**src/rtl/product_bcd_converter.sv**
```systemverilog
`default_nettype none
// ============================================================================
// Module   : product_bcd_converter
// Purpose  : Sequential binary-to-BCD converter (double-dabble, one bit per
//            clock) intended to sit between a multiplier product and a
//            decimal display stage. Valid/ready handshakes on both sides.
// Revision : 1.0 - initial release
//
// Ports
//   clk        in   1          single clock, rising edge
//   reset      in   1          asynchronous, active-low reset
//   in_valid   in   1          binary value offered on bin
//   in_ready   out  1          converter idle and able to accept
//   bin        in   WIDTH      unsigned binary input
//   out_valid  out  1          bcd holds a completed conversion
//   out_ready  in   1          consumer takes the result
//   bcd        out  4*DIGITS   packed BCD, digit 0 (ones) in bits [3:0]
//   busy       out  1          conversion in progress
// ============================================================================
module product_bcd_converter #(
  parameter int WIDTH  = 16,
  parameter int DIGITS = 5
) (
  input  logic                  clk,
  input  logic                  reset,
  input  logic                  in_valid,
  output logic                  in_ready,
  input  logic [WIDTH-1:0]      bin,
  output logic                  out_valid,
  input  logic                  out_ready,
  output logic [4*DIGITS-1:0]   bcd,
  output logic                  busy
);

  // Counter must be able to hold the value WIDTH without wrapping.
  localparam int             CW   = $clog2(WIDTH + 1);
  localparam logic [CW-1:0]  LAST = CW'(WIDTH - 1);

  typedef enum logic [1:0] {
    S_IDLE  = 2'd0,
    S_SHIFT = 2'd1,
    S_DONE  = 2'd2
  } state_t;

  state_t                r_state;
  state_t                w_state_next;

  logic [WIDTH-1:0]      r_sr;
  logic [4*DIGITS-1:0]   r_acc;
  logic [CW-1:0]         r_cnt;
  logic [4*DIGITS-1:0]   r_bcd;

  logic [4*DIGITS-1:0]   w_adj;
  logic [4*DIGITS-1:0]   w_acc_shift;
  logic                  w_last;
  logic                  w_accept;

  // --------------------------------------------------------------------------
  // Double-dabble step: add 3 to every digit >= 5, then shift the next binary
  // bit (MSB first) into the ones digit.
  // --------------------------------------------------------------------------
  always_comb begin
    w_adj = r_acc;
    for (int d = 0; d < DIGITS; d++) begin
      if (r_acc[4*d +: 4] >= 4'd5) begin
        w_adj[4*d +: 4] = r_acc[4*d +: 4] + 4'd3;
      end
    end
  end

  assign w_acc_shift = {w_adj[4*DIGITS-2:0], r_sr[WIDTH-1]};
  assign w_last      = (r_cnt == LAST);
  assign w_accept    = (r_state == S_IDLE) && in_valid;

  // --------------------------------------------------------------------------
  // State register
  // --------------------------------------------------------------------------
  always_ff @(posedge clk or negedge reset) begin
    if (!reset) begin
      r_state <= S_IDLE;
    end else begin
      r_state <= w_state_next;
    end
  end

  // --------------------------------------------------------------------------
  // Next-state and state-decoded outputs
  // --------------------------------------------------------------------------
  always_comb begin
    w_state_next = r_state;
    in_ready     = 1'b0;
    out_valid    = 1'b0;
    busy         = 1'b0;
    case (r_state)
      S_IDLE: begin
        in_ready = 1'b1;
        if (in_valid) begin
          w_state_next = S_SHIFT;
        end
      end
      S_SHIFT: begin
        busy = 1'b1;
        if (w_last) begin
          w_state_next = S_DONE;
        end
      end
      S_DONE: begin
        out_valid = 1'b1;
        if (out_ready) begin
          w_state_next = S_IDLE;
        end
      end
      default: begin
        w_state_next = S_IDLE;
      end
    endcase
  end

  // --------------------------------------------------------------------------
  // Datapath: shift register, digit accumulator, step counter, result.
  // The result register is only written on the final step so that bcd stays
  // stable through a whole conversion and the following DONE phase.
  // --------------------------------------------------------------------------
  always_ff @(posedge clk or negedge reset) begin
    if (!reset) begin
      r_sr  <= '0;
      r_acc <= '0;
      r_cnt <= '0;
      r_bcd <= '0;
    end else begin
      if (w_accept) begin
        r_sr  <= bin;
        r_acc <= '0;
        r_cnt <= '0;
      end else if (r_state == S_SHIFT) begin
        r_acc <= w_acc_shift;
        r_sr  <= {r_sr[WIDTH-2:0], 1'b0};
        r_cnt <= r_cnt + CW'(1);
        if (w_last) begin
          r_bcd <= w_acc_shift;
        end
      end
    end
  end

  assign bcd = r_bcd;

endmodule
`default_nettype wire

```
**config.mk**
```make
export PLATFORM = sky130hd
export DESIGN_NAME = product_bcd_converter
export DESIGN_NICKNAME = d
export VERILOG_FILES = /design/src/rtl/product_bcd_converter.sv
export SDC_FILE = /design/constraint.sdc
export NUM_CORES = 1
export LEC_CHECK = 0
export ABC_AREA = 1
export ABC_CLOCK_PERIOD_IN_PS = 1540
export CORE_MARGIN = 8
export CORE_UTILIZATION = 49
export CTS_CLUSTER_SIZE = 16
export DETAILED_ROUTE_END_ITERATION = 7
export PLACE_DENSITY = 0.76
export SETUP_SLACK_MARGIN = 0.05
export SLEW_MARGIN = 10
export SYNTH_ARGS = -nofsm -noshare
export SYNTH_HDL_FRONTEND = slang
export SYNTH_SLANG_ARGS = --single-unit
```
**constraint.sdc**
```tcl
create_clock -name clk -period 1.54 [get_ports clk]
set_input_delay 0.385 -clock clk [delete_from_list [all_inputs] [get_ports clk]]
set_output_delay 0.385 -clock clk [all_outputs]
set_load 0.02 [all_outputs]
```
==> run_summary.xml <==
<?xml version="1.0" encoding="UTF-8"?>
<metrics>
  <group name="hold_path">
    <metric name="hold_removal_path_class" unit="">input port to async pin</metric>
  </group>
  <group name="synthesis">
    <metric name="netlist_area" unit="um^2">3040</metric>
    <metric name="asyncSetResetFlopFracSynth" unit="%">100</metric>
    <metric name="synth_top_area_cell" unit="">dfrtp_1</metric>
    <metric name="synthMostInstantiatedCell" unit="">nand2_1</metric>
    <metric name="yosys_register_bits" unit="">63</metric>
    <metric name="synth_cell_types" unit="">21</metric>
    <metric name="postSynthNetCount" unit="">402</metric>
    <metric name="synthTopCellsByArea" unit="">dfrtp_1 52%, nand2_1 19%, nand3_1 8.6%, ha_1 4.9%, inv_1 3.1%</metric>
    <metric name="synth_edf_count" unit="">0</metric>
    <metric name="register_area_share_after_synthesis" unit="%">51.8</metric>
    <metric name="ys_warn_count" unit="">0</metric>
    <metric name="synth_commonest_cells" unit="">150 x nand2_1, 63 x dfrtp_1, 52 x nand3_1, 25 x inv_1, 17 x o21ai_0</metric>
    <metric name="postSynthCellCount" unit="">370</metric>
    <metric name="post-synth-top-area-fraction" unit="%">51.8</metric>
    <metric name="yosys_most_used_dff" unit="">dfrtp_1</metric>
    <metric name="synth_area_per_cell" unit="um^2">8.22</metric>
  </group>
  <group name="place">
    <metric name="gp_congestion" unit="">0.824</metric>
    <metric name="port_buffers" unit="">42</metric>
    <metric name="dp_hpwl" unit="mm">4.53</metric>
    <metric name="place_area" unit="um^2">3560</metric>
  </group>
  <group name="power">
    <metric name="pwr-share-clk" unit="%">15.5</metric>
    <metric name="netSwitchingPower" unit="W">0.00357</metric>
    <metric name="total_power" unit="W">0.00810</metric>
    <metric name="sequentialPowerShare" unit="%">36.1</metric>
    <metric name="power_leakage" unit="nW">2.01</metric>
    <metric name="p_comb_share" unit="%">48.4</metric>
    <metric name="p_int" unit="W">0.00453</metric>
    <metric name="power_switching_share" unit="%">44.1</metric>
    <metric name="worst_ir_drop_vdd" unit="mV">1.00</metric>
    <metric name="power_per_cell_area" unit="nW/um^2">2090</metric>
  </group>
  <group name="clock_network">
    <metric name="root_buffer" unit="">clkbuf_8</metric>
    <metric name="worst_setup_hold_path_clk_slew" unit="ns">0.07</metric>
    <metric name="cts_htree_levels" unit="">3</metric>
    <metric name="post_cts_hold_buffer_count" unit="">0</metric>
    <metric name="number_of_clock_buffers_inserted_by_tritoncts" unit="">9</metric>
    <metric name="cts.path.max_buffers" unit="">2</metric>
    <metric name="cts.sink_count" unit="">63</metric>
    <metric name="tritoncts_clock_tree" unit="">yes</metric>
    <metric name="clkLatencyLatePin" unit="ns">0.34</metric>
  </group>
  <group name="worst_setup_path">
    <metric name="critical_path_arrival" unit="ns">1.75</metric>
    <metric name="max_stage_delay" unit="ns">0.38</metric>
    <metric name="crit_chain" unit="">ha_2 &gt; nand2_2 &gt; nor2_4 &gt; ha_4 &gt; nand2_8 &gt; clkbuf_16 &gt; o21ai_1</metric>
    <metric name="worstSetupStartpointType" unit="">register</metric>
    <metric name="cp_num_buf_inv" unit="">1</metric>
    <metric name="path_class" unit="">register to register</metric>
    <metric name="critPathSlowestCell" unit="">dfrtp_1</metric>
    <metric name="required" unit="ns">1.81</metric>
    <metric name="cpLargestDelayFamily" unit="">flip-flops</metric>
    <metric name="setup.worst_path.end_class" unit="">register</metric>
    <metric name="worst-path-max-fanout" unit="">8</metric>
  </group>
  <group name="grt">
    <metric name="maximum_number_of_pins_on_one_net_before_global_route_repair" unit="">64</metric>
    <metric name="antenna_found_initial" unit="">0</metric>
    <metric name="grt_first_pass_wirelength" unit="mm">11.6</metric>
    <metric name="globalRouteOverflowTotal" unit="">0</metric>
    <metric name="number_of_global_route_vias_before_repair" unit="">2637</metric>
    <metric name="gr-usage-all-layers" unit="%">16.3</metric>
  </group>
  <group name="floorplan">
    <metric name="fp.dieW" unit="um">94.8</metric>
    <metric name="core_box_area" unit="um^2">5960</metric>
    <metric name="fp.dieH" unit="um">94.8</metric>
    <metric name="num_rows" unit="">28</metric>
    <metric name="ioPinCount" unit="">43</metric>
    <metric name="start_util" unit="%">51.1</metric>
    <metric name="die_area" unit="um^2">8980</metric>
  </group>
  <group name="sta">
    <metric name="holdWs" unit="ns">0.0304</metric>
    <metric name="tightest_slew" unit="ns">0.341</metric>
    <metric name="setup_total_negative_slack" unit="ns">0</metric>
    <metric name="timing.fmax" unit="MHz">672</metric>
    <metric name="skew" unit="ns">0.00609</metric>
    <metric name="grt_setup_unrepaired" unit="">true</metric>
    <metric name="post-route-min-period" unit="ns">1.49</metric>
    <metric name="maxSlewViolCount" unit="">0</metric>
    <metric name="finalCritPeriodShare" unit="%">96.6</metric>
    <metric name="max-slew-margin-rel" unit="%">77.0</metric>
    <metric name="setup_viol" unit="">0</metric>
    <metric name="final-hold-violation-count" unit="">0</metric>
  </group>
  <group name="finish">
    <metric name="design.final.nets" unit="">455</metric>
    <metric name="antenna_cells_inserted" unit="">0</metric>
    <metric name="final_cell_area" unit="um^2">3870</metric>
    <metric name="drive_gt1_share" unit="%">13.1</metric>
    <metric name="final_core_util" unit="%">65.0</metric>
    <metric name="area_delta_synth_final" unit="%">27.2</metric>
  </group>
  <group name="drt">
    <metric name="drc" unit="">0</metric>
    <metric name="routed-via-count" unit="">2633</metric>
    <metric name="drtAntennaViolNets" unit="">0</metric>
    <metric name="drt_first_iter_violations" unit="">91</metric>
    <metric name="routedWlPerCell" unit="um">14.0</metric>
    <metric name="first_pass_iters" unit="">4</metric>
    <metric name="total_wire_length" unit="mm">7.00</metric>
    <metric name="avgViaCountPerCell" unit="">5.26</metric>
  </group>
  <group name="flow_run">
    <metric name="maxCapViolations" unit="">0</metric>
  </group>
  <group name="status">
    <metric name="status" unit="">completed</metric>
  </group>
</metrics>
## state kept, by name (all words and copies together), names as in the netlist
name and count:
bcd 20, r_sr 16, r_state 2, r_cnt 5
r_acc 20
## per-stage QoR
step	instances	setup WS [ns]
5_1_grt	501	0.00968
2_1_floorplan	370	0.115
4_1_cts	497	0.0492
6_report	501	0.0523
3_3_place_gp	483	-0.0865
3_5_place_dp	483	-0.131
## cell families after synthesis
group / synth area share, %
DFF: 51.8
buffers and inverters: 6.46
and+or+nand+nor: 31.7
AOI/OAI and AO/OA: 5.06
adders and majority gates: 4.94
## power groups by stage
stage               Clock, W  Combinational, W  Sequential (W)
finish               0.00125           0.00392         0.00292
global route         0.00137           0.00445         0.00302
CTS                  0.00129           0.00370         0.00288
detailed placement         0           0.00380         0.00290
global placement           0           0.00363         0.00289
floorplan                  0           0.00246         0.00305
## final timing paths
| kind | slack (ns) | from | endpoint | cells past startpoint |
|---|---|---|---|---|
| setup / recovery | 0.05 | r_cnt[1] | bcd[11] | 7 |
| hold / removal | 0.03 | reset | bcd[11] | 2 |
| setup reg to reg | 0.05 | r_cnt[1] | bcd[11] | 7 |
| hold reg to reg | 0.48 | bcd[15] | bcd[15] | 2 |
| max in group asynchronous | 1.22 | reset | bcd[4] | 2 |
| min in group clk | 0.48 | bcd[15] | bcd[15] | 2 |
## placed cells by master (no fill, tap or decap)
cell type,n
buf_12,3
buf_8,1
nand3_2,4
nor2_2,1
nand3_1,48
clkbuf_16,2
nand2_1,141
clkinv_2,1
a21oi_1,1
inv_4,2
dfrtp_2,1
dfrtp_1,62
o22ai_1,7
clkdlybuf4s15_1,1
o21ai_1,4
o211ai_1,1
buf_2,1
o21ai_0,13
dlygate4sd2_1,19
buf_4,7
nand2_8,1
buf_6,1
inv_2,3
o21ai_2,1
ha_2,1
nand4_1,10
nand2_2,8
nor2_4,1
nor2_1,9
clkdlybuf4s50_1,18
o31ai_1,1
inv_8,1
clkbuf_1,2
nand2_4,4
inv_1,23
ha_4,1
clkbuf_8,11
ha_1,10
## per-layer routing
layer	track usage [%]	part of all wire (%)
met1	18.9	44
met2	26.9	49
met3	4.84	5.5
met4	7.93	2.1
met5	0	0
## area by class of cell
type                    count  area [um^2]
clock buffers              13          159
clock inverters             1         5.00
fillers                   523         2090
inverters                  29          121
multi-input cells         267         1360
flip-flops and latches     63         1580
well taps                  75         93.8
repair buffers             53          551
## timing repair
| item | 4_1_cts | 5_1_grt |
|---|---|---|
| pin swaps | 0 | 5 |
| endpoints found under the hold margin | 0 | 0 |
| resized for setup | 39 | 33 |
| setup buffers | 0 | 2 |
| setup endpoints to repair | 47 | 29 |
| gates cloned | 0 | 2 |
Note: power is estimated with default switching activity, not from simulation.
